===== src/rtl/rr_arbiter_8_if.sv =====
`default_nettype none
// ============================================================================
// Module   : rr_arbiter_8_if
// Purpose  : Request/grant bundle between eight requesters and rr_arbiter_8.
// Revision : 1.0
// ============================================================================
interface rr_arbiter_8_if;
    logic       en;
    logic [7:0] req;
    logic       gnt_vld;
    logic [2:0] gnt_idx;
    logic [7:0] gnt;

    modport master (
        output en,
        output req,
        input  gnt_vld,
        input  gnt_idx,
        input  gnt
    );

    modport slave (
        input  en,
        input  req,
        output gnt_vld,
        output gnt_idx,
        output gnt
    );
endinterface
`default_nettype wire


===== src/rtl/rr_arbiter_8.sv =====
`default_nettype none
// ============================================================================
// Module   : rr_arbiter_8
// Purpose  : Eight-way round-robin arbiter with a programmable hold limit.
// Revision : 1.0
// ============================================================================
module rr_arbiter_8 #(
    parameter int unsigned MAX_HOLD = 4
) (
    input  wire logic        clk,
    input  wire logic        rst_n,
    rr_arbiter_8_if.slave    bus
);

    typedef enum logic [0:0] {
        ST_IDLE  = 1'b0,
        ST_GRANT = 1'b1
    } state_t;

    localparam logic [3:0] c_HOLD_LAST = 4'(MAX_HOLD - 1);

    state_t     state_q, state_d;
    logic [2:0] gnt_idx_q, gnt_idx_d;
    logic [2:0] ptr_q, ptr_d;
    logic [3:0] hold_cnt_q, hold_cnt_d;

    logic [3:0] w_win_all;
    logic [3:0] w_win_oth;
    logic [3:0] w_cnt_inc;
    logic [3:0] w_dec_lo;

    // Returns {found, index}; the search begins one past start and ends on start.
    function automatic logic [3:0] f_search(input logic [7:0] mask, input logic [2:0] start);
        logic [2:0] idx;
        f_search = 4'h0;
        for (int k = 8; k >= 1; k--) begin
            idx = start + 3'(k);
            if (mask[idx]) begin
                f_search = {1'b1, idx};
            end
        end
    endfunction

    assign w_win_all = f_search(bus.req, ptr_q);
    assign w_win_oth = f_search(bus.req & ~(8'b1 << gnt_idx_q), ptr_q);
    assign w_cnt_inc = (hold_cnt_q == 4'hF) ? hold_cnt_q : hold_cnt_q + 4'd1;

    always_ff @(posedge clk or negedge rst_n) begin
        if (!rst_n) begin
            state_q    <= ST_IDLE;
            gnt_idx_q  <= 3'd0;
            ptr_q      <= 3'd7;
            hold_cnt_q <= 4'd0;
        end else begin
            state_q    <= state_d;
            gnt_idx_q  <= gnt_idx_d;
            ptr_q      <= ptr_d;
            hold_cnt_q <= hold_cnt_d;
        end
    end

    always_comb begin
        state_d    = state_q;
        gnt_idx_d  = gnt_idx_q;
        ptr_d      = ptr_q;
        hold_cnt_d = hold_cnt_q;
        case (state_q)
            ST_IDLE: begin
                if (bus.en && w_win_all[3]) begin
                    state_d    = ST_GRANT;
                    gnt_idx_d  = w_win_all[2:0];
                    ptr_d      = w_win_all[2:0];
                    hold_cnt_d = 4'd0;
                end
            end
            ST_GRANT: begin
                hold_cnt_d = w_cnt_inc;
                if (!bus.en) begin
                    state_d = ST_IDLE;
                end else if (!bus.req[gnt_idx_q] ||
                             ((hold_cnt_q == c_HOLD_LAST) && w_win_oth[3])) begin
                    // Release or forced rotation: hand over on this edge if anyone waits.
                    if (w_win_oth[3]) begin
                        gnt_idx_d  = w_win_oth[2:0];
                        ptr_d      = w_win_oth[2:0];
                        hold_cnt_d = 4'd0;
                    end else begin
                        state_d = ST_IDLE;
                    end
                end
            end
            default: state_d = ST_IDLE;
        endcase
    end

    // Two-bank decode: gnt_idx[2] enables the upper or lower nibble.
    assign w_dec_lo    = 4'b0001 << gnt_idx_q[1:0];
    assign bus.gnt_vld = (state_q == ST_GRANT);
    assign bus.gnt_idx = gnt_idx_q;
    assign bus.gnt     = {(bus.gnt_vld &&  gnt_idx_q[2]) ? w_dec_lo : 4'h0,
                          (bus.gnt_vld && !gnt_idx_q[2]) ? w_dec_lo : 4'h0};

endmodule
`default_nettype wire

===== src/flat_wrapper.sv =====
// flat-port wrapper written by rule: the top's interface ports become plain ports
module rr_arbiter_8_flat 
#(
    parameter int unsigned MAX_HOLD = 4
)
  (clk, rst_n, bus_en, bus_req, bus_gnt_vld, bus_gnt_idx, bus_gnt);
  rr_arbiter_8_if bus_i ();
  input  wire logic clk;
  input  wire logic rst_n;
  input wire logic [$bits(bus_i.en)-1:0] bus_en;
  input wire logic [$bits(bus_i.req)-1:0] bus_req;
  output wire logic [$bits(bus_i.gnt_vld)-1:0] bus_gnt_vld;
  output wire logic [$bits(bus_i.gnt_idx)-1:0] bus_gnt_idx;
  output wire logic [$bits(bus_i.gnt)-1:0] bus_gnt;
  assign bus_i.en = bus_en;
  assign bus_i.req = bus_req;
  assign bus_gnt_vld = bus_i.gnt_vld;
  assign bus_gnt_idx = bus_i.gnt_idx;
  assign bus_gnt = bus_i.gnt;
  rr_arbiter_8 #(.MAX_HOLD(MAX_HOLD)) u_core (.clk(clk), .rst_n(rst_n), .bus(bus_i));
endmodule

===== config.mk =====
export PLATFORM = sky130hd
export DESIGN_NAME = rr_arbiter_8_flat
export DESIGN_NICKNAME = d
export VERILOG_FILES = /design/src/rtl/rr_arbiter_8_if.sv /design/src/rtl/rr_arbiter_8.sv /design/src/flat_wrapper.sv
export SDC_FILE = /design/constraint.sdc
export NUM_CORES = 1
export LEC_CHECK = 0
export CORE_MARGIN = 10
export CORE_UTILIZATION = 63
export DETAILED_ROUTE_END_ITERATION = 8
export GPL_TIMING_DRIVEN = 0
export PLACE_DENSITY_LB_ADDON = 0.2
export SLEW_MARGIN = 30
export SYNTH_ARGS = -nofsm -noshare
export SYNTH_HDL_FRONTEND = slang
export SYNTH_SLANG_ARGS = --single-unit
export TNS_END_PERCENT = 100

===== constraint.sdc =====
create_clock -name clk -period 6.5 [get_ports clk]
set_input_delay 1.3 -clock clk [delete_from_list [all_inputs] [get_ports clk]]
set_output_delay 1.3 -clock clk [all_outputs]
set_load 0.02 [all_outputs]

======== After elaboration in Yosys (flattened, before gate mapping) ========
Cells that the tools add are included.
W data, S select, Z words.
cells by class
  magnitude comparators ................... 9
  divide/modulo/power cells ............... 0
  shift-type cells ........................ 2
  add/sub/neg operators ................... 8
  equal/unequal tests ..................... 6
  reduce and logical (&&, ||, !) cells .... 8
  bitwise operators ....................... 3
  muxes and demuxes ....................... 68
  multiply operators ...................... 0
operators by type and width
  operator               count
  $mux W4                23
  $bmux W1 S3            17
  $lt A3 B4 Y1 const B   9
  $mux W1                21
  $add A3 B3 Y3 const B  4
  $mux W3                4
  $and A8 B8 Y8          1
  $not A8 Y8             1
  $pmux W4 S2            1
  $shl A1 B3 Y8 const A  1
  $add A3 B2 Y3 const B  2
  $ne A2 B2 Y1 const B   3
  $pmux W3 S2            1
  $add A4 B1 Y4 const B  1
  $eq A4 B2 Y1 const B   1
  $eq A4 B4 Y1 const B   1
  $logic_and A1 B1 Y1    4
  $reduce_and A4 Y1      1
  $shl A1 B2 Y4 const A  1
  $add A3 B1 Y3 const B  1
  $logic_not A1 Y1       2
  $ne A2 B1 Y1 const B   1
  $pmux W1 S2            1
  $logic_or A1 B1 Y1     1
  $not A1 Y1             1
word-level totals
  bits in registers ....................... 11
  memories ................................ 0
  latch bits .............................. 0
  word-level logic and storage cells ...... 108
  input port bits ......................... 11
  output and inout port bits .............. 12
  memory bits (writable) .................. 0
  ROM bits ................................ 0

======== Longest topological paths before layout ========
  depth after elaboration ................. 18
  gate-level depth with buffers ........... 14

======== Least setup slack after synthesis ========
OpenSTA, ideal clock, no wires.
  kind .................................... reg-to-reg
  from .................................... register u_core.ptr_q[0]
  to ...................................... register u_core.ptr_q[0]
  stages on the path, launching flop included .. 15
  path slack .............................. 2897 ps
  buffers on the path ..................... 4
  data arrival time ....................... 3529 ps
  period minus slack after synthesis ...... 3603 ps
  cell sequence ........................... dfstp_2 -> buf_6 -> buf_4 -> buf_6 -> inv_1 -> ha_1 -> buf_6 -> mux4_2 -> mux2i_4 -> nor4_1 -> a211o_1 -> or4_1 -> o221a_1 -> o221ai_2 -> a21boi_1
between the ends
  longest elaborated chain between the ends .. 14
RTL lines
  element                                                          RTL line                                RTL
  start: declaration                                               rr_arbiter_8.sv:24                      logic [2:0] ptr_q, ptr_d;
  start signal: assignment                                         rr_arbiter_8.sv:57                      ptr_q <= ptr_d;
  $add A3 B3 Y3 / $bmux W1 S3 (equally long branches)              rr_arbiter_8.sv:37, rr_arbiter_8.sv:38
  $bmux W1 S3 / $mux W1 (equally long branches)                    rr_arbiter_8.sv:38                      if (mask[idx]) begin
  $mux W1 (implied by the code) / $mux W4 (equally long branches)  rr_arbiter_8.sv:38
  $mux W4 (7 in series)                                            rr_arbiter_8.sv:38
  $mux W3 / $logic_and A1 B1 Y1 (equally long branches)            rr_arbiter_8.sv:83, rr_arbiter_8.sv:81
  $mux W3 / $logic_or A1 B1 Y1 (equally long branches)             rr_arbiter_8.sv:80                      end else if (!bus.req[gnt_idx_q] ||
  $mux W3 / $ne A2 B2 Y1 (equally long branches)                   -
  $pmux W3 S2 / $reduce_and A4 Y1 (equally long branches)          -
Several ways; a longest one is shown, not always the timed one. The select of a mux whose other input is x is not followed.
A chain may end at the register's enable or synchronous reset.

======== Worst setup path after layout ========
  from .................................... input bus_req[1]
  to ...................................... register u_core.gnt_idx_q[2], in the netlist u_core.bus.gnt_idx[2]
between the ends
  longest elaborated chain between the ends .. 15
RTL lines
  element                                                  RTL line                                RTL
  start: declaration                                       flat_wrapper.sv:11                      input wire logic [$bits(bus_i.req)-1:0] bus_req;
  $and A8 B8 Y8                                            rr_arbiter_8.sv:45                      assign w_win_oth = f_search(bus.req & ~(8'b1 << gnt_idx_q), ptr_q);
  $bmux W1 S3                                              rr_arbiter_8.sv:38
  $mux W1 (implied by the code)                            rr_arbiter_8.sv:38
  $mux W4 (8 in series)                                    rr_arbiter_8.sv:38
  $mux W3 / $logic_and A1 B1 Y1 (equally long branches)    rr_arbiter_8.sv:83, rr_arbiter_8.sv:81
  $mux W3 / $logic_or A1 B1 Y1 (equally long branches)     rr_arbiter_8.sv:80
  $mux W3 / $ne A2 B2 Y1 (equally long branches)           -
  $pmux W3 S2 / $reduce_and A4 Y1 (equally long branches)  -
  end signal: assignment                                   rr_arbiter_8.sv:56                      gnt_idx_q <= gnt_idx_d;
  end: declaration                                         rr_arbiter_8.sv:23                      logic [2:0] gnt_idx_q, gnt_idx_d;
Several ways; a longest one is shown, not always the timed one. The select of a mux whose other input is x is not followed.

==> metrics.txt <==
status completed; Worst Path Required between 6 and 7 ns; initial antenna violation count 0; Max-Cap Viols 0; Crit. End Element flop; clock root buffer clkbuf_4; Mean Syn Cell Area 8.357 µm²; Fin. Hold Viols 0; Total Wirelength 6888 µm; DPL Wire Length 5278 µm; FF-to-FF path depth 12; PwrDens 633.4 nW/µm²; clock share of power between 2 and 3%; warnings from Yosys 0; most common cell after layout, fill and taps aside a21oi_1; setup TNS 0 ns; Clock Pin Slew Worst Setup and Hold Paths 0.07 ns; met1 usage 28.13%; slowest stage delay, CP 0.62 ns; Comb pwr share 89.9%; Residual DRC 0; Setup Crit Path Kind in2reg; Final Non-Filler Cells 346; Hold Crit Depth 1; min-delay src u_core.hold_cnt_q[0]$_DFFE_PN0P_; minimum clock period 4.203 ns; DRT iter0 DRCs 358; worst reg2reg path endpoint u_core.bus.gnt_idx[2]$_DFFE_PN0P_; Max rail drop VDD 289.9 µV; Final setup viols 0; CP startpoint kind input port; Area Growth Syn to Fin 13.28%; n_diodes 0; CTS buffer count 3; crit path max fanout 9; CTS Sinks 11; Core ar. approximately 3400 µm²; Clock Latency Late Sink 0.27 ns; GRT Residual Overflow 0; #FFs+latches synth 11; fin crit share between 60% and 70%; Pwr Total 1.643 mW; Slowest cell on crit path mux2i_1; Starting Density between 60% and 70%; post-synth top area share 15.74%; Clock Path Buffers 2; Global Route Usage Sum approximately a fifth; post-synthesis sequential area ratio 12.19%; largest area contributor in the netlist mux4_2; grt met2 use 34.27%; Via density 7.058; Main synth FF type dfrtp_1; largest net degree at the start of global routing 12; Mapped Area about 2300 µm²; first-pass GRT wire length 11170 µm; Slew Viols, Final 0; placer's final routability congestion estimate a little under 1; Final nets about 320; met3 GRT Util 3.563%; 1st-pass router iterations 5; Hold/Removal Path Class reg2reg; DIE WIDTH 80.29 µm; IO Count 23; H-tree depth 1; Power Internal roughly 0.75 mW; share of cells above drive strength 1 15.67%; post-CTS setup repair buffer count 0; Worst-Margin Slew 0.9013 ns; DP Cell Count between 300 and 400; CTS Hold Buffers Added 0; die area around 6400 µm²; Distinct cells, synth 63; commonest cells after routing, fill and taps aside 31 x a21oi_1, 28 x nor2_1, 22 x clkdlybuf4s50_1, 17 x nand2_1, 16 x mux4_2; Top Usage Layer GRT met2; Post-synth ARST share 100.0%; post-synth net total approximately 290; max_slew headroom 39.12%; FF-to-FF setup slack 2.36 ns; Post-DRT Antenna Nets 0; TritonCTS clock tree done; RR Startpoint u_core.ptr_q[0]$_DFFE_PN1P_; PortBufs 22; cts repair resizes 0; crit-path cells clkdlybuf4s50_1 -> mux2i_1 -> a21oi_1 -> mux4_2 -> nor2_1 -> o21ai_2 -> a31oi_2 -> a2111oi_0 -> a211o_1; Achievable Freq 237.9 MHz; Post-Synthesis Cells 274; row cnt 21; Switching Fraction ~54%; Hold EP u_core.hold_cnt_q[0]$_DFFE_PN0P_; Avg WL per Cell 19.91 µm; critical path arrival ~4.4 ns; Flop pwr share 7.3%; P_leak 0.9674 nW; RSZ-0062 raised after global routing no; Die Ht 80.29 µm; main area contributors after synthesis mux4_2 16%, dfrtp_1 8.7%, a21oi_1 6.8%; routed vias 2442; Post-synth EDFFs 0; clock skew around 0.0028 ns; vias in the first global route 2255; NetSw 0.8948 mW
through the flow:
| stage | utilization (%) | setup WS [ns] | area, µm² | hold slack, ns |
|---|---|---|---|---|
| floorplan | - | 2.897 | 2290 | 0.4978 |
| global placement | 75.16 | 2.162 | 2567 | 0.5263 |
| detailed placement | 75.16 | 2.122 | 2567 | 0.5281 |
| CTS | 75.93 | 2.351 | 2594 | 0.5372 |
| global route | 75.93 | 2.126 | 2594 | 0.5618 |
| finish | 75.93 | 2.297 | 2594 | 0.5349 |
how the worst max path moves through the flow:
stage	from	endpoint	slack, ns	cells after the start
final	bus_req[1]	u_core.bus.gnt_idx[2]$_DFFE_PN0P_	2.30	9
after global routing	bus_req[1]	u_core.hold_cnt_q[3]$_DFFE_PN0P_	2.13	9
after CTS	u_core.ptr_q[0]$_DFFE_PN1P_	u_core.bus.gnt_idx[2]$_DFFE_PN0P_	2.35	12
after detailed placement	bus_req[6]	u_core.bus.gnt_idx[2]$_DFFE_PN0P_	2.12	7
after global placement	bus_req[1]	u_core.bus.gnt_idx[2]$_DFFE_PN0P_	2.16	9
after floorplan	u_core.ptr_q[0]$_DFFE_PN1P_	u_core.ptr_q[0]$_DFFE_PN1P_	2.90	14
cell usage after synthesis (5+ instances only):
cell type,n
nand2b_1,6
clkbuf_1,10
mux4_2,16
nand2_1,17
o21ai_1,7
nor2_1,28
a21oi_1,31
mux2_2,5
mux2i_1,13
nand3_1,7
dfrtp_1,8
a21o_1,7
o21ai_0,13
inv_1,8
nor3_1,10
cell families after synthesis:
group / after synthesis / synth area share (%)
flops: 11 / 12.19
fa+ha+maj: 3 / 1.640
xor+xnor: 6 / 3.279
compound gates: 104 / 30.22
mux: 39 / 28.09
buf+inv: 27 / 6.886
simple gates: 84 / 17.70
worst max-delay path, delay by kind of cell:
family                 cells  cell delay (ns)
multiplexers               2             1.21
buffers and inverters      1             0.54
AND/OR/NAND/NOR            1             0.17
AO/OA/AOI/OAI              5             1.12
final cells by class:
type	instances	area [µm²]
Sequential cell	11	279.0
Timing Repair Buffer	22	220.2
Tap cell	46	57.56
Buffer	19	127.6
Inverter	8	30.03
Clock buffer	4	26.28
Multi-Input combinational cell	236	1853
Fill cell	274	822.0
routing by layer:
layer / vias up / wire, µm
li1: 1135 / -
met1: 1139 / 2805
met2: 153 / 3277
met3: 15 / 689
met4: 0 / 115
met5: - / 0
flip-flops by register name, indices dropped and copies added (netlist names):
signal	cells
u_core.hold_cnt_q	4
u_core.ptr_q	3
u_core.bus.gnt_idx	3
u_core.bus.gnt_vld	1
power groups by stage:
stage | combinational (mW) | sequential [mW] | clock, mW
2_1_floorplan | 1.12 | 0.128 | 0
4_1_cts | 1.44 | 0.119 | 0.0463
3_5_place_dp | 1.43 | 0.120 | 0
3_3_place_gp | 1.42 | 0.120 | 0
5_1_grt | 1.59 | 0.123 | 0.0481
6_report | 1.48 | 0.120 | 0.0461
Note: power is estimated with default switching activity, not from simulation.
